[src/rtl/horner_mac_scheduler.sv]
// ---------------------------------------------------------------------------
// horner_mac_scheduler
//
// Evaluates y = ((A*x + B)*x + C)*x + D for NREQ AXI-Stream requesters. The
// block time-shares one external double-precision multiply-add unit
// (res = a*x + c). A round-robin arbiter picks a requester. The block then
// issues the three Horner steps one after another. The result goes out on a
// single output stream tagged with the id of the requester that was served.
//
// Ports:
//   clk, rst          clock, asynchronous active-high reset
//   s_tvalid/s_tready per-requester handshake (s_tready is combinational)
//   s_tdata           NREQ packed doubles; requester i owns [64i+63:64i]
//   s_tlast           per-requester last flag, forwarded to m_tlast
//   mac_valid         one-cycle strobe for the MAC, with operands
//                     mac_a, mac_x, mac_c
//   mac_res_valid     MAC result strobe; accepted only while waiting
//   mac_res           MAC result
//   m_tvalid/m_tready output handshake
//   m_tdata, m_tlast  result (double) and forwarded last flag
//   m_tid             index of the served requester
//   err               sticky flag, set when the MAC fails to answer in time
// ---------------------------------------------------------------------------
module horner_mac_scheduler #(
    parameter int  NREQ        = 4,
    parameter real A           = 1.0,
    parameter real B           = 0.0,
    parameter real C           = 0.0,
    parameter real D           = 0.0,
    parameter int  MAC_TIMEOUT = 64,
    localparam int IDW         = (NREQ > 1) ? $clog2(NREQ) : 1
) (
    input  logic                 clk,
    input  logic                 rst,
    input  logic [NREQ-1:0]      s_tvalid,
    output logic [NREQ-1:0]      s_tready,
    input  logic [NREQ*64-1:0]   s_tdata,
    input  logic [NREQ-1:0]      s_tlast,
    output logic                 mac_valid,
    output logic [63:0]          mac_a,
    output logic [63:0]          mac_x,
    output logic [63:0]          mac_c,
    input  logic                 mac_res_valid,
    input  logic [63:0]          mac_res,
    output logic                 m_tvalid,
    input  logic                 m_tready,
    output logic [63:0]          m_tdata,
    output logic                 m_tlast,
    output logic [IDW-1:0]       m_tid,
    output logic                 err
);

    typedef enum logic [1:0] {S_IDLE, S_ISSUE, S_WAIT, S_OUT} state_t;

    // The coefficients are converted once, at elaboration time.
    localparam logic [63:0] A_BITS = $realtobits(A);
    localparam logic [63:0] B_BITS = $realtobits(B);
    localparam logic [63:0] C_BITS = $realtobits(C);
    localparam logic [63:0] D_BITS = $realtobits(D);
    localparam logic [63:0] QNAN   = 64'h7FF8_0000_0000_0000;
    localparam int          TW     = $clog2(MAC_TIMEOUT + 1);

    state_t         state_q;
    logic [1:0]     step_q;
    logic [IDW-1:0] ptr_q;
    logic [IDW-1:0] id_q;
    logic [63:0]    x_q;
    logic           tlast_q;
    logic [TW-1:0]  tmo_q;

    logic [IDW-1:0] grant;
    logic [IDW-1:0] cand;
    logic           any_valid;

    // (p + k) mod NREQ for p < NREQ and k <= NREQ.
    function automatic logic [IDW-1:0] wrap_add(input logic [IDW-1:0] p, input int k);
        int s;
        s = int'(p) + k;
        if (s >= NREQ) s = s - NREQ;
        return IDW'(s);
    endfunction

    // Round-robin search. It starts just after the last requester served.
    always_comb begin
        // NOTE: every combinational output gets a default before any branch, so no latch is inferred.
        grant     = '0;
        cand      = '0;
        any_valid = 1'b0;
        for (int i = 1; i <= NREQ; i++) begin
            cand = wrap_add(ptr_q, i);
            if (!any_valid && s_tvalid[cand]) begin
                any_valid = 1'b1;
                grant     = cand;
            end
        end
    end

    always_comb begin
        s_tready = '0;
        if (!rst && state_q == S_IDLE && any_valid) s_tready[grant] = 1'b1;
    end

    // The MAC operand register mac_a also serves as the Horner accumulator.
    // Every later step is loaded with the previous mac_res directly.
    always_ff @(posedge clk or posedge rst) begin
        if (rst) begin
            state_q   <= S_IDLE;
            step_q    <= 2'd0;
            ptr_q     <= IDW'(NREQ - 1);
            id_q      <= '0;
            x_q       <= '0;
            tlast_q   <= 1'b0;
            tmo_q     <= '0;
            mac_valid <= 1'b0;
            mac_a     <= '0;
            mac_x     <= '0;
            mac_c     <= '0;
            m_tvalid  <= 1'b0;
            m_tdata   <= '0;
            m_tlast   <= 1'b0;
            m_tid     <= '0;
            err       <= 1'b0;
        end else begin
            // NOTE: state is updated with non-blocking assignments so that every register samples pre-edge values.
            mac_valid <= 1'b0;
            case (state_q)
                S_IDLE: begin
                    if (any_valid) begin
                        x_q       <= s_tdata[64*int'(grant) +: 64];
                        tlast_q   <= s_tlast[grant];
                        id_q      <= grant;
                        ptr_q     <= grant;
                        step_q    <= 2'd0;
                        // The strobe and operands are loaded on entry, so the
                        // strobe is high during the ISSUE cycle itself.
                        mac_valid <= 1'b1;
                        mac_a     <= A_BITS;
                        mac_x     <= s_tdata[64*int'(grant) +: 64];
                        mac_c     <= B_BITS;
                        state_q   <= S_ISSUE;
                    end
                end
                S_ISSUE: begin
                    tmo_q   <= '0;
                    state_q <= S_WAIT;
                end
                S_WAIT: begin
                    if (mac_res_valid) begin
                        if (step_q != 2'd2) begin
                            step_q    <= step_q + 2'd1;
                            mac_valid <= 1'b1;
                            mac_a     <= mac_res;
                            mac_x     <= x_q;
                            mac_c     <= (step_q == 2'd0) ? C_BITS : D_BITS;
                            state_q   <= S_ISSUE;
                        end else begin
                            m_tvalid <= 1'b1;
                            m_tdata  <= mac_res;
                            m_tlast  <= tlast_q;
                            m_tid    <= id_q;
                            state_q  <= S_OUT;
                        end
                    end else if (tmo_q == TW'(MAC_TIMEOUT - 1)) begin
                        // The MAC has not answered. Flag it and give up with a quiet NaN.
                        err      <= 1'b1;
                        m_tvalid <= 1'b1;
                        m_tdata  <= QNAN;
                        m_tlast  <= tlast_q;
                        m_tid    <= id_q;
                        state_q  <= S_OUT;
                    end else begin
                        tmo_q <= tmo_q + TW'(1);
                    end
                end
                S_OUT: begin
                    if (m_tready) begin
                        m_tvalid <= 1'b0;
                        state_q  <= S_IDLE;
                    end
                end
                default: state_q <= S_IDLE;
            endcase
        end
    end

    // Protocol checks for simulation.
    m_tvalid_hold: assert property (@(posedge clk) disable iff (rst)
        (m_tvalid && !m_tready) |=> m_tvalid);
    m_tdata_hold: assert property (@(posedge clk) disable iff (rst)
        (m_tvalid && !m_tready) |=> $stable(m_tdata));
    s_tlast_valid: assert property (@(posedge clk) disable iff (rst)
        (state_q != S_IDLE) |-> !(s_tlast[id_q] && !s_tvalid[id_q]));

endmodule

[config.mk]
export PLATFORM = sky130hd
export DESIGN_NAME = horner_mac_scheduler
export DESIGN_NICKNAME = d
export VERILOG_FILES = /design/src/rtl/horner_mac_scheduler.sv
export SDC_FILE = /design/constraint.sdc
export NUM_CORES = 1
export LEC_CHECK = 0
export ABC_AREA = 1
export ABC_CLOCK_PERIOD_IN_PS = 15000
export BUFFER_PORTS_ARGS = -buffer_cell sky130_fd_sc_hd__buf_2
export CORE_AREA = 5 5 229 231
export DETAILED_ROUTE_END_ITERATION = 10
export DIE_AREA = 0 0 234 236
export GPL_ROUTABILITY_DRIVEN = 0
export PLACE_DENSITY = 0.6
export RECOVER_POWER = 50
export SYNTH_ARGS = -nofsm -noshare
export SYNTH_HDL_FRONTEND = slang
export SYNTH_SLANG_ARGS = --single-unit
[constraint.sdc]
create_clock -name clk -period 15 [get_ports clk]
set_input_delay 3 -clock clk [delete_from_list [all_inputs] [get_ports clk]]
set_output_delay 3 -clock clk [all_outputs]
set_load 0.01 [all_outputs]
==> reports/qor.yml, run 1 <==
multiInputGateArea_um2: 6480
final-hold-violation-count: 0
wl_um: 52300
track_usage_pct: 18.0
grt_pass1_wl_um: 80400
synth.avg_cell_area_um2: 7.39
synthTopCellsByCount: "nand2_1 (894), dfrtp_1 (276), nand3_1 (203)"
fin_skew_ns: 0.0283
grt_antenna_before_repair: 11
cts_tree: "yes"
yosysSeqAreaShare_pct: 47.3
muxShareOfSynthArea_pct: 0
drv_slew: 128
slew-limit-headroom_pct: -144
yosysWarnings: 0
drv_cap: 3
dp_hpwl_um: 38000
synth_top_family_by_area: "simple AND/OR/NAND/NOR gates"
post_cts_resized: 0
clk_path_buf_depth: 3
drive_gt1_share_pct: 17.0
cts_sinks: 278
min_path_type: "reg2reg"
syn_to_final_growth_pct: 24.6
final_area_um2: 18300
grt_pass1_vias: 14500
max_freq_mhz: 121
clkLatencyLatePin_ns: 0.53
nFillCells: 5424
status: "complete, but fails checks"
yosys.area_share.adder_pct: 0.170
post-cts-setup-buffer-count: 0
drtIter0Drc: 943
placed_area_um2: 17500
layout_worst_path_cycle_share_pct: 55.3
via_per_inst: 4.69
required_ns: 12.00
p_per_area_nw_per_um2: 276
worst_pin_slew_ns: 3.66
ir_worst_vdd_mv: 0.170
synth_ff_type: "dfrtp_1"
worstPathMaxFanout: 44
htreeDepth: 2
final_util_pct: 36.8
synth_edf_count: 0
violations: "capacitance limit, slew limit"
synth_top_cell_by_area: "dfrtp_1"
ios: 598
gr-total-overflow: 0
die_h_um: 236
setup-tns-final_ns: 0
dr.pass1.iters: 6
period_minus_slack_ns: 8.29
cp_data_arrival_time_ns: 5.29
numCtsBuffers: 34
setup_viol: 0
rsz0062_at_grt: "no"
die_width_um: 234
path_class: "in2out"
synth_seq_cells: 278
drtAntennaViolNets: 0
start_util_pct: 29.5
ctsHoldBuffers: 0
crit_path_end_kind: "output port"
netlist_top_cells_area: "dfrtp_1 (47%), nand2_1 (23%), nand3_1 (6.9%)"
ys_async_sr_fraction_pct: 100
portBuffers: 533
ff_latch_area_um2: 6960
synth_top_area_share_pct: 46.9
r2r_cells: 9
cellLeakagePower_nw: 9.81
clock-root-buffer: "clkbuf_16"
clk_pin_slew_ns: 0.05
drc: 0
syn-cell-area_um2: 14700
holdPathStages: 2
nNetsFinal: 2776
synthCells: 1992
cp-start-kind: "input port"
synth_cell_types: 32
synth-compound-area-share_pct: 11.1
grt_max_degree: 104
die-area_um2: 55200
core_um2: 49900
synth_xor_area_share_pct: 0
synth_most_common_cell: "nand2_1"
synthSimpleGateAreaFrac_pct: 31.0
num_vias: 14800
rows: 82
drt-wirelength-per-cell_um: 16.6
power by group:
group,total [mW],internal [mW],switching [mW]
registers,1.24,1.08,0.161
logic,3.00,0.889,2.12
clock network,0.808,0.485,0.323
metal layers:
| layer | part of all wire [%] | track usage (%) | up-vias |
|---|---|---|---|
| li1 | - | - | 7169 |
| met1 | 41 | 23.0 | 7024 |
| met5 | 0 | 0 | - |
| met3 | 5.6 | 2.67 | 100 |
| met2 | 50 | 30.6 | 468 |
| met4 | 3.5 | 7.24 | 0 |
logic make-up (layout without fill, tap and decap cells):
logic type | Yosys count | count (layout)
AOI/OAI and AO/OA | 277 | 277
adders and majority gates | 2 | 2
other | 1 | 75
buffers and inverters | 302 | 712
DFF | 278 | 278
and+or+nand+nor | 1132 | 1132
layout by cell type (no fill, tap or decap), types with 3 or more instances in the layout:
cell type,instances
buf_4,13
o21ai_0,29
inv_1,93
o21ai_1,110
buf_2,332
a21oi_1,69
o22a_1,12
clkbuf_8,4
dfrtp_1,276
a22o_1,38
clkinv_2,7
diode_2,11
conb_1,64
inv_4,3
inv_2,8
nor3_1,8
nand3_1,203
nand2_1,893
clkbuf_1,211
clkbuf_16,35
o31ai_1,15
nor2_1,18
critical path, cell delays in order:
cell and delay [ns]:
buf_2 0.11, nand2_1 0.07, nand2_1 0.09, nand2_1 0.09
nand2_1 0.07, nor2_2 0.17, nand3_4 0.46, nand3_4 0.62
inv_1 0.17, nor3_1 0.21, buf_2 0.16
stage by stage:
stage | setup slack [ns] | total power, mW | hold slack (ns) | std cells
2_1_floorplan | 2.04 | 3.51 | 0.449 | 2055
3_3_place_gp | 6.77 | 4.28 | 0.452 | 3078
3_5_place_dp | 6.68 | 4.36 | 0.460 | 3078
4_1_cts | 6.67 | 5.20 | 0.475 | 3137
5_1_grt | 6.41 | 5.59 | 0.500 | 3148
6_report | 6.71 | 5.05 | 0.473 | 3148
worst paths after layout:
| path | startpoint | end | slack (ns) |
|---|---|---|---|
| min reg2reg | mac_x[63]$_DFFE_PP0P_ | mac_x[63]$_DFFE_PP0P_ | 0.47 |
| min | mac_x[63]$_DFFE_PP0P_ | mac_x[63]$_DFFE_PP0P_ | 0.47 |
| max reg2reg | state_q[1]$_DFFE_PP0P_ | m_tdata[6]$_DFFE_PP0P_ | 9.97 |
| max in group asynchronous | rst | mac_x[52]$_DFFE_PP0P_ | 8.38 |
| min in group asynchronous | rst | m_tdata[13]$_DFFE_PP0P_ | 2.60 |
| max | s_tvalid[3] | s_tready[2] | 6.71 |
sequential cells by signal (all words and copies together), names as in the netlist, 7 cells and up:
register,flops
x_q,64
m_tdata,64
mac_x,64
mac_a,64
tmo_q,7
layout make-up:
cell class              instances  share of cell area (%)
diodes                         11                   0.150
clock buffers                  47                    5.24
clock inverters                12                   0.744
inverters                     105                    2.23
multi-input cells            1475                    35.3
flip-flops and latches        278                    38.0
well taps                     672                    4.59
repair buffers                548                    13.8
Power figures use the tool's default switching activity.
==> run 2: changes to the inputs <==
--- a/config.mk
+++ b/config.mk
@@ -6,13 +6,13 @@
 export NUM_CORES = 1
 export LEC_CHECK = 0
 export ABC_AREA = 1
-export ABC_CLOCK_PERIOD_IN_PS = 15000
+export ABC_CLOCK_PERIOD_IN_PS = 6600
 export BUFFER_PORTS_ARGS = -buffer_cell sky130_fd_sc_hd__buf_2
 export CORE_AREA = 5 5 229 231
 export DETAILED_ROUTE_END_ITERATION = 10
 export DIE_AREA = 0 0 234 236
 export GPL_ROUTABILITY_DRIVEN = 0
-export PLACE_DENSITY = 0.6
+export PLACE_DENSITY = 0.62
 export RECOVER_POWER = 50
 export SYNTH_ARGS = -nofsm -noshare
 export SYNTH_HDL_FRONTEND = slang
==> constraint.sdc (replaced) <==
create_clock -name clk -period 6.6 [get_ports clk]
set_input_delay 1.32 -clock clk [delete_from_list [all_inputs] [get_ports clk]]
set_output_delay 1.32 -clock clk [all_outputs]
set_load 0.01 [all_outputs]
==> run 2 against run 1 <==
  * The run still ends with capacitance limit, slew limit left
  * Worst hold slack better by 0.0042 ns
  * First-iteration DRC count is 6.2% higher
  * Register-to-register slack worse by 8.6 ns
  * Final cell count is 0.19% lower
  * Sequential cell count stayed put
  * Clock power is 140% higher
  * Global-route usage is 0.30 points higher
  * Combinational power is 130% higher
==> reports/qor.yml, run 2 (synthesis gave the netlist of run 1 again) <==
clkLatencyLatePin_ns: 0.54
core_um2: 49900
drv_cap: 2
layout_worst_path_cycle_share_pct: 79.2
topRoutingLayerUsed: "met5"
hold_start: "mac_x[18]$_DFFE_PP0P_"
cts_sinks: 278
drtIter0Drc: 1001
final-hold-violation-count: 0
crit_chain: "inv_1 -> nor2_1 -> clkinvlp_2 -> nor2_2 -> nand2_2 -> o21ai_2 -> inv_2 -> a22o_1"
mostFrequentLayoutCells: "nand2_1 (892), buf_2 (334), dfrtp_1 (276)"
grt_pass1_wl_um: 81200
rows: 82
holdPathStages: 2
violations: "capacitance limit, slew limit"
crit_slowest_cell: "clkinvlp_2"
die_width_um: 234
p_per_area_nw_per_um2: 633
syn_to_final_growth_pct: 25.0
r2r_cells: 8
r2r_setup_slack_ns: 1.37
dpl.cell_count: 3078
wl_met3_um: 2920
drt-wirelength-per-cell_um: 16.9
post_cts_resized: 0
netSwitchingFraction_pct: 51.3
min_path_type: "reg2reg"
rsz0062_at_grt: "no"
wirelength_met1_um: 22400
cts_tree: "yes"
dp_hpwl_um: 38200
critical-path-max-stage-delay_ns: 1.54
cp_data_arrival_time_ns: 5.64
dr.pass1.iters: 5
final_util_pct: 36.9
numCtsBuffers: 34
wl_met2_um: 26100
slew-limit-headroom_pct: -157
worst_pin_slew_ns: 3.85
ctsHoldBuffers: 0
worstPathMaxFanout: 56
dp_slack_ns: 1.82
fin_skew_ns: 0.0242
timing.rr.start: "state_q[1]$_DFFE_PP0P_"
ios: 598
crit_path_start: "state_q[1]$_DFFE_PP0P_"
cellLeakagePower_nw: 9.85
clk_path_buf_depth: 3
grt_max_degree: 147
via_per_inst: 4.67
clk_pin_slew_ns: 0.06
die_h_um: 236
drive_gt1_share_pct: 17.3
p_seq_share_pct: 24.2
cell_internal_pwr_mw: 5.67
setup_ws_ns: 1.37
num_vias: 14700
crit_path_end_kind: "flop"
status: "complete, but fails checks"
post-cts-setup-buffer-count: 0
p_sw_mw: 5.98
combPwrFrac_pct: 59.1
wl_um: 53000
die-area_um2: 55200
cp-start-kind: "flop"
placed_area_um2: 17500
p_clk_share_pct: 16.6
grt_antenna_before_repair: 3
path_class: "reg2reg"
track_usage_pct: 18.3
min_to: "mac_x[18]$_DFFE_PP0P_"
drtAntennaViolNets: 0
final_area_um2: 18400
max_freq_mhz: 191
htreeDepth: 2
period_minus_slack_ns: 5.23
setup_viol: 0
clock-root-buffer: "clkbuf_16"
nNetsFinal: 2776
gr-total-overflow: 0
rr_endpoint: "m_tdata[27]$_DFFE_PP0P_"
ir_worst_vdd_mv: 0.347
drv_slew: 192
portBuffers: 533
final_cells: 3142
required_ns: 7.02
layout_commonest_cell: "nand2_1"
grt_pass1_vias: 14600
start_util_pct: 29.5
drc: 0
[run 2: cell types whose count changed in the layout (fill, tap and decap cells not counted), sizes merged]
cell and change:
clkinv -2, clkbuf +1, clkinvlp +3, bufinv +1
inv -3, diode -9, buf +3
[run 2: stage by stage]
stage	hold WS, ns	power, mW	TNS (ns)
2_1_floorplan	0.449	7.97	-2.73
3_3_place_gp	0.453	9.78	0
3_5_place_dp	0.461	9.94	0
4_1_cts	0.476	11.9	0
5_1_grt	0.496	12.9	0
6_report	0.478	11.6	0
[run 2: cell type report]
class                   instances  area [um2]
clock inverters                11         159
well taps                     672         841
inverters                     105         402
multi-input cells            1475        6480
repair buffers                548        2550
fillers                      5381       31500
clock buffers                  51        1010
diodes                          2        5.00
flip-flops and latches        278        6960
[run 2: worst max-delay path by stage]
stage | end | slack (ns) | cells after the start
5_1_grt | m_tdata[2]$_DFFE_PP0P_ | 0.95 | 8
3_3_place_gp | s_tready[0] | 1.91 | 11
2_1_floorplan | s_tready[0] | -0.68 | 3
3_5_place_dp | s_tready[0] | 1.82 | 11
6_report | m_tdata[27]$_DFFE_PP0P_ | 1.37 | 8
4_1_cts | s_tready[0] | 1.80 | 11
[run 2: metal layers]
layer	GRT usage, %	vias to the layer above
li1	-	7154
met1	23.6	6983
met5	0	-
met2	31.2	446
met4	6.66	2
met3	2.79	91
[run 2: critical path, delay by kind of cell, from the launching register on]
family	cells	cell delay, ns
compound gates	2	0.97
buf+inv	3	2.33
flops	1	0.42
simple gates	3	1.32
[run 2: power groups by stage]
stage	clock (mW)	combinational, mW	sequential, mW
after floorplan	0	4.97	3.00
after global placement	0	6.97	2.81
after detailed placement	0	7.12	2.82
after CTS	1.99	7.16	2.80
after global routing	2.06	7.92	2.89
final	1.94	6.89	2.82
==> run 3: changes to the inputs <==
==> config.mk (replaced) <==
export PLATFORM = sky130hd
export DESIGN_NAME = horner_mac_scheduler
export DESIGN_NICKNAME = d
export VERILOG_FILES = /design/src/rtl/horner_mac_scheduler.sv
export SDC_FILE = /design/constraint.sdc
export NUM_CORES = 1
export LEC_CHECK = 0
export ABC_AREA = 0
export ABC_CLOCK_PERIOD_IN_PS = 4300
export BUFFER_PORTS_ARGS = -buffer_cell sky130_fd_sc_hd__buf_2
export CORE_AREA = 5 5 231 233
export DETAILED_ROUTE_END_ITERATION = 10
export DIE_AREA = 0 0 236 238
export GPL_ROUTABILITY_DRIVEN = 0
export PLACE_DENSITY = 0.58
export RECOVER_POWER = 50
export SYNTH_ARGS = -nofsm -noshare
export SYNTH_HDL_FRONTEND = slang
export SYNTH_SLANG_ARGS = --single-unit
==> constraint.sdc (replaced) <==
create_clock -name clk -period 4.3 [get_ports clk]
set_input_delay 0.86 -clock clk [delete_from_list [all_inputs] [get_ports clk]]
set_output_delay 0.86 -clock clk [all_outputs]
set_load 0.01 [all_outputs]
==> run 3 against run 2 <==
  * The flow still finishes with violations (capacitance limit, slew limit)
  * Critical path type is now in2out
  * Highest routed layer unchanged
  * Sequential cell count unchanged
  * Global-route usage is 1.6 points lower
  * Count of clock-buffer cells in the layout down 2
  * Core utilization fell by 3.6 points
  * Non-clock buffer count increased by 5
  * Clock power up 39%
  * First-iteration DRC count shrank 23%
  * Final cell count is 18% lower
  * Largest cell class unchanged
==> reports/qor.yml, run 3 <==
critical-path-max-stage-delay_ns: 0.84
setup_viol: 0
synth_top_family_by_area: "compound AO/OA/AOI/OAI gates"
setup_ws_ns: 0.937
synthTopCellsByCount: "dfrtp_1 (276), nor2_1 (162), a21oi_1 (139)"
yosys.area_share.adder_pct: 0.188
synth_top_cell_by_area: "dfrtp_1"
min_to: "mac_a[51]$_DFFE_PP0P_"
drc: 0
netlist_top_cells_area: "dfrtp_1 (52%), a22oi_1 (7.3%), a31oi_1 (6.1%)"
numCtsBuffers: 34
grt_antenna_before_repair: 3
syn-cell-area_um2: 13300
rsz0062_at_grt: "no"
nNetsFinal: 2209
synth_cell_types: 49
drive_gt1_share_pct: 22.6
grt.busiest_layer: "met2"
synth-compound-area-share_pct: 26.4
synth_top_area_share_pct: 51.9
die_h_um: 238
required_ns: 3.44
use_met3_pct: 4.32
synthCells: 1415
post-cts-setup-buffer-count: 0
drt-wirelength-per-cell_um: 19.3
drv_slew: 99
cp-start-kind: "input port"
clkLatencyLatePin_ns: 0.54
synth_ff_type: "dfrtp_1"
cts_sinks: 278
via_per_inst: 5.00
grt_max_degree: 132
yosysWarnings: 0
crit_path_frequent_cell: "buf_2"
dr.pass1.iters: 6
cp_top_family: "buffers and inverters"
dp_slack_ns: 1.16
period_minus_slack_ns: 3.36
rr_endpoint: "mac_a[35]$_DFFE_PP0P_"
clock-root-buffer: "clkbuf_16"
muxShareOfSynthArea_pct: 0.413
p_per_area_nw_per_um2: 768
grt.met1_usage_pct: 21.3
violations: "capacitance limit, slew limit"
use_met2_pct: 28.4
layout_commonest_cell: "buf_2"
ctsHoldBuffers: 0
dp_hpwl_um: 35500
crit_buf_inv: 3
hold_start: "mac_a[51]$_DFFE_PP0P_"
clk_pin_slew_ns: 0.06
ir_worst_vdd_mv: 0.367
ys_async_sr_fraction_pct: 100
core_um2: 51000
crit_chain: "buf_2 -> clkinvlp_2 -> and3_1 -> buf_2"
htreeDepth: 2
r2r_cells: 8
syn_to_final_growth_pct: 27.6
post_cts_resized: 0
timing.rr.start: "state_q[0]$_DFFE_PP0P_"
portBuffers: 533
grt_pass1_wl_um: 76100
holdPathStages: 2
start_util_pct: 26.1
die-area_um2: 56200
synth_edf_count: 0
status: "complete, but fails checks"
min_path_type: "reg2reg"
drtIter0Drc: 775
r2r_setup_slack_ns: 1.19
max_freq_mhz: 297
drtAntennaViolNets: 0
grt_pass1_vias: 13000
power_mw: 13.0
mostFrequentLayoutCells: "buf_2 (336), dfrtp_1 (275), clkbuf_1 (209)"
cellLeakagePower_nw: 7.74
num_vias: 12900
path_class: "in2out"
wl_um: 49900
clk_path_buf_depth: 3
ios: 598
synth_seq_cells: 278
worstPathMaxFanout: 25
worst_pin_slew_ns: 1.77
synthSimpleGateAreaFrac_pct: 12.0
die_width_um: 236
layout_worst_path_cycle_share_pct: 78.2
yosysSeqAreaShare_pct: 52.2
synth_most_common_cell: "dfrtp_1"
crit_path_end_kind: "output port"
fin_skew_ns: 0.0176
cts_tree: "yes"
slew-limit-headroom_pct: -18.1
final_util_pct: 33.3
crit_slowest_cell: "clkinvlp_2"
synth.avg_cell_area_um2: 9.41
rows: 83
gr-total-overflow: 0
drv_cap: 2
track_usage_pct: 16.8
cp_data_arrival_time_ns: 2.50
final-hold-violation-count: 0
synth_xor_area_share_pct: 0.132
-- run 3: changes by cell type after synthesis, sizes merged, moves of 70 or more --
cell / change
a21oi: +70
a22oi: +129
a31oi: +128
inv: -98
nand2: -775
nand3: -146
nor2: +140
-- run 3: worst register-to-register path, cell delays in order (launching register included) --
cell and delay [ns]:
dfrtp_4 0.67, nand2b_1 0.23, clkbuf_1 0.40, or2_2 0.45, and2_4 0.18, inv_2 0.32
buf_4 0.50, nand3_1 0.19, nand2_1 0.10
-- run 3: routing by layer --
layer / vias to the layer above / share of wire, %
met5: - / 0.028
met4: 2 / 2.2
met3: 66 / 8.4
met2: 583 / 49
met1: 6301 / 41
li1: 5956 / -
-- run 3: how the worst max path moves through the flow --
| stage | start | endpoint | slack, ns | depth (start not counted) |
|---|---|---|---|---|
| 3_3_place_gp | s_tvalid[0] | s_tready[3] | 1.18 | 6 |
| 6_report | rst | s_tready[1] | 0.94 | 4 |
| 3_5_place_dp | s_tvalid[0] | s_tready[3] | 1.16 | 6 |
| 4_1_cts | s_tvalid[0] | s_tready[3] | 1.16 | 6 |
| 5_1_grt | rst | mac_x[50]$_DFFE_PP0P_ | 0.54 | 4 |
| 2_1_floorplan | rst | s_tready[0] | -2.11 | 2 |
-- run 3: layout make-up --
class	instances	area (um2)
Antenna cell	2	5.00
Clock buffer	49	957
Clock inverter	10	75.1
Fill cell	5367	34000
Inverter	7	27.5
Multi-Input combinational cell	1001	5520
Sequential cell	278	6960
Tap cell	680	851
Timing Repair Buffer	553	2600
-- run 3: cells by family (layout without fill, tap and decap cells) --
family | count (synthesis) | in the layout
simple gates | 381 | 381
mux | 5 | 5
other cells | 1 | 66
buf+inv | 199 | 619
flops | 278 | 278
xor+xnor | 2 | 2
compound gates | 547 | 547
fa+ha+maj | 2 | 2
-- run 3: through the flow --
step	std cells	instance area (um2)	hold slack, ns	TNS (ns)
final	2580	17000	0.466	0
after global placement	2519	16200	0.445	0
after global routing	2578	17000	0.486	0
after CTS	2578	17300	0.357	0
after detailed placement	2519	16200	0.450	0
after floorplan	1478	13600	0.444	-80.42
-- run 3: where the power goes --
group	leakage (nW)	internal [mW]	total, mW	switching (mW)
registers	3.44	3.82	4.67	0.843
logic	3.79	1.99	5.69	3.71
clock network	0.507	1.56	2.69	1.13
total	7.74	7.36	13.0	5.68
